**src/rtl/rr_arb_mux.sv**
```systemverilog
// N-way stream mux with internal round-robin or fixed-priority arbitration.
// The output stage is a single register slice with a valid/ready handshake.
module rr_arb_mux #(
  parameter int unsigned WIDTH      = 32,
  parameter int unsigned N          = 4,
  parameter int unsigned FIXED_PRIO = 0,
  localparam int unsigned SELW      = (N > 1) ? $clog2(N) : 1
) (
  input  logic               clk,
  input  logic               rst,
  input  logic [N-1:0]       in_valid,
  input  logic [N*WIDTH-1:0] in_data,
  output logic [N-1:0]       in_ready,
  output logic               out_valid,
  output logic [WIDTH-1:0]   out_data,
  output logic [SELW-1:0]    out_sel,
  input  logic               out_ready
);

  logic             out_valid_q, out_valid_d;
  logic [WIDTH-1:0] out_data_q,  out_data_d;
  logic [SELW-1:0]  out_sel_q,   out_sel_d;
  logic [SELW-1:0]  last_grant_q, last_grant_d;

  logic             can_accept_c;
  logic             found_c;
  logic [SELW-1:0]  grant_c;
  logic [WIDTH-1:0] grant_data_c;

  assign can_accept_c = !out_valid_q || out_ready;

  // Scan channels starting one past the last grant, wrapping modulo N.
  always_comb begin : arb
    int unsigned idx;
    grant_c = '0;
    found_c = 1'b0;
    idx     = 0;
    for (int unsigned k = 0; k < N; k++) begin
      if (FIXED_PRIO != 0) idx = k;
      else                 idx = (32'(last_grant_q) + 32'd1 + k) % N;
      for (int unsigned i = 0; i < N; i++) begin
        if (!found_c && (i == idx) && in_valid[i]) begin
          grant_c = SELW'(i);
          found_c = 1'b1;
        end
      end
    end
  end

  always_comb begin : data_mux
    grant_data_c = '0;
    for (int unsigned i = 0; i < N; i++) begin
      if (SELW'(i) == grant_c) grant_data_c = in_data[i*WIDTH +: WIDTH];
    end
  end

  always_comb begin : ready_gen
    in_ready = '0;
    for (int unsigned i = 0; i < N; i++) begin
      in_ready[i] = can_accept_c && found_c && (grant_c == SELW'(i));
    end
  end

  // A granted request always transfers when the slice can accept.
  always_comb begin : next_state
    out_valid_d  = out_valid_q;
    out_data_d   = out_data_q;
    out_sel_d    = out_sel_q;
    last_grant_d = last_grant_q;
    if (can_accept_c) begin
      if (found_c) begin
        out_valid_d = 1'b1;
        out_data_d  = grant_data_c;
        out_sel_d   = grant_c;
        if (FIXED_PRIO == 0) last_grant_d = grant_c;
      end else begin
        out_valid_d = 1'b0;
      end
    end
  end

  always_ff @(posedge clk) begin
    if (rst) begin
      out_valid_q  <= 1'b0;
      out_data_q   <= '0;
      out_sel_q    <= '0;
      last_grant_q <= SELW'(N - 1);
    end else begin
      out_valid_q  <= out_valid_d;
      out_data_q   <= out_data_d;
      out_sel_q    <= out_sel_d;
      last_grant_q <= last_grant_d;
    end
  end

  assign out_valid = out_valid_q;
  assign out_data  = out_data_q;
  assign out_sel   = out_sel_q;

endmodule

```
**config.mk**
```make
export PLATFORM = sky130hd
export DESIGN_NAME = rr_arb_mux
export DESIGN_NICKNAME = d
export VERILOG_FILES = /design/src/rtl/rr_arb_mux.sv
export SDC_FILE = /design/constraint.sdc
export NUM_CORES = 1
export LEC_CHECK = 0
export ABC_AREA = 0
export CORE_ASPECT_RATIO = 1.5
export CORE_MARGIN = 5
export CORE_UTILIZATION = 35
export DETAILED_ROUTE_END_ITERATION = 6
export GPL_TIMING_DRIVEN = 0
export PLACE_DENSITY_LB_ADDON = 0.15
export SYNTH_ARGS = -nofsm -noshare
export SYNTH_HDL_FRONTEND = slang
export SYNTH_SLANG_ARGS = --single-unit
export TNS_END_PERCENT = 20
```
**constraint.sdc**
```tcl
create_clock -name clk -period 3.51 [get_ports clk]
set_clock_uncertainty 0.05 [all_clocks]
set_input_delay 1.053 -clock clk [delete_from_list [all_inputs] [get_ports clk]]
set_output_delay 1.053 -clock clk [all_outputs]
set_load 0.01 [all_outputs]
```
==> flow_summary.ini <==
[synthesis]
syn_inst = 280
syn_area_um2 = 2420
yosys_warnings = 0
ys_ff_latch = 37
ys_seq_area_share_pct = 30.6
syn-num-nets = 415
avgSynthCellArea_um2 = 8.66
yosysUniqueCellTypes = 36

[place]
gp_congestion = 0.858
dp_hpwl_um = 7680
placed_cell_area_um2 = 4210
dpl_worst_slack_ns = -1.05
io_buffers = 169

[sta]
fin_crit_ns = 3.47
grt_setup_unrepaired = yes
slew_violations = 0
final.setup.tns_ns = 0
slew_headroom_pct = 47.1
fmax_mhz = 289
finalSetupViolations = 0
worst_pin_slew_ns = 0.794
layout_setup_ws_ns = 0.0441
finalHoldViolCount = 0
min_period_over_period_pct = 98.7

[critical_path]
end_kind = output pin
rr_endpoint = out_data[21]$_SDFFE_PP0P_
crit_arrival_ns = 2.36
start_kind = input pin
rr_worst_depth = 6
r2r_start = last_grant_q[1]$_SDFFE_PP1P_
worstPathMaxFanout = 10
slowest_delay_ns = 0.45
ff2ff_setup_slack_ns = 1.28
crit_slowest_cell = clkdlybuf4s50_1
path_buf_inv = 4
cp_cell_sequence = clkdlybuf4s50_1, nand2b_4, o41ai_4, buf_6, buf_6, nor3_2, buf_2
cp-endpoint = in_ready[1]
cpMostUsedCell = buf_6
critPathTopFamily = buffers and inverters
worstPathRequired_ns = 2.41
critPathLaunch = out_ready
cp.depth = 7
path_class = in -> out

[grt]
grt.overflow.total = 0
grt.total_usage_pct = 22.2
grt_first_pass_wirelength_um = 15600
grt_pass1_vias = 3016
grt_max_degree = 18
antenna_found_initial = 0

[routing]
dr.pass1.iters = 4
drc_errors = 0
routed_wl_um = 10100
postRouteAntennaNets = 0
dr.first_iter.drc_count = 123
dr_wl_met3_um = 773
met2_length_um = 5350
wire_per_inst_um = 18.8
vias_per_cell = 5.50
wl_met1_um = 3630
routed.top_layer = met4
vias = 2949

[final_layout]
drive_gt1_share_pct = 17.0
final_cell_mix = clkdlybuf4s50_1 (164), dfxtp_1 (37), nand2_1 (34), or3_1 (32), o21ai_0 (31)
n_antenna_cell = 0
mostFrequentLayoutCell = clkdlybuf4s50_1
fin_area_um2 = 4360
area_growth_pct = 79.9
fin_util_pct = 64.1
layout.nets = 592

[cts]
worstSkewPairLatency_ns = 0.29
cts_root_buf = clkbuf_8
clock_sinks = 37
numCtsBuffers = 5
htreeDepth = 2
cts_tree = done
clk_pin_slew_ns = 0.08
cts_max_path_buffers = 2

[worst_hold_path]
hold_path_class = reg -> reg
min_path_cells = 2

[floorplan]
start_util_pct = 35.6
die-area_um2 = 8720
die_y_um = 112
core_um2 = 6810
io_pins = 174
die_x_um = 77.9
rows = 37

[run_status]
outcome = completed

[power_and_ir_drop]
irDropWorstVdd_mv = 0.168
powerDensity_nw_per_um2 = 330
power_leakage_uw = 0.00154

[run]
maxCapViolations = 0
[sequential cells by signal, indices dropped and copies added (netlist names)]
name / cells
out_data: 32
last_grant_q: 2
out_sel: 2
out_valid: 1
[cells by family after synthesis]
kind of cell	share of synthesized area [%]
AND/OR/NAND/NOR	20.2
AO/OA/AOI/OAI	42.0
flip-flops	30.6
buffers and inverters	7.18
[worst min-delay path by stage]
stage / slack (ns) / end / start
final: 0.46 / out_sel[1]$_SDFFE_PP0P_ / out_sel[1]$_SDFFE_PP0P_
after global routing: 0.46 / out_sel[1]$_SDFFE_PP0P_ / out_sel[1]$_SDFFE_PP0P_
after CTS: 0.45 / out_sel[1]$_SDFFE_PP0P_ / out_sel[1]$_SDFFE_PP0P_
after detailed placement: 0.43 / out_sel[1]$_SDFFE_PP0P_ / out_sel[1]$_SDFFE_PP0P_
after global placement: 0.42 / out_sel[1]$_SDFFE_PP0P_ / out_sel[1]$_SDFFE_PP0P_
after floorplan: 0.47 / out_sel[0]$_SDFFE_PP0P_ / out_sel[0]$_SDFFE_PP0P_
[Yosys cell counts (all sizes together)]
cell type / instances / area [µm²]
o22ai: 1 / 6.26
or2: 1 / 6.26
a31oi: 1 / 6.26
dfxtp: 37 / 741
nand2b: 4 / 27.5
a221oi: 34 / 360
o41ai: 1 / 16.3
nor3: 5 / 25.0
a21oi: 5 / 28.8
a211oi: 34 / 403
nor3b: 3 / 22.5
inv: 2 / 7.51
clkbuf: 15 / 56.3
and3: 1 / 6.26
nor4: 1 / 6.26
a211o: 1 / 8.76
nor2: 13 / 48.8
a21boi: 1 / 7.51
or3: 32 / 200
nor2b: 1 / 6.26
and2: 1 / 6.26
o211ai: 1 / 12.5
buf: 17 / 110
and2b: 1 / 7.51
nand2: 34 / 128
o21ai: 33 / 169
[area by class of cell]
type	instances	area (µm²)
Multi-Input combinational cell	209	1550
Tap cell	78	97.6
Buffer	29	180
Timing Repair Buffer	173	1700
Inverter	2	7.51
Sequential cell	37	741
Clock inverter	2	10.0
Fill cell	638	2450
Clock buffer	6	72.6
[stage by stage]
| step | power (µW) | std cells | hold slack [ns] |
|---|---|---|---|
| after floorplan | 805 | 280 | 0.470 |
| after global placement | 1130 | 527 | 0.424 |
| after detailed placement | 1140 | 527 | 0.433 |
| after CTS | 1450 | 536 | 0.452 |
| after global routing | 1520 | 536 | 0.463 |
| final | 1440 | 536 | 0.462 |
[worst min-delay path: stages, from the launching register on]
cell     delay, ns
dfxtp_1       0.34
a21oi_1       0.06
nor2_1        0.07
[repair_timing]
action,CTS,global route
gates resized for setup,23,10
endpoints found under the setup margin,4,4
hold buffers,0,0
buffers inserted,4,0
pin swaps,2,0
[metal layers]
layer	up-vias	global-route usage, %
li1	1428	-
met1	1380	23.9
met2	118	40.1
met3	23	6.31
met4	0	8.34
met5	-	0
[power breakdown]
group	internal (µW)	switching, µW	total (µW)
clock	138	160	298
combinational	356	283	639
sequential	473	27.6	500
(Power assumes the default switching activity.)
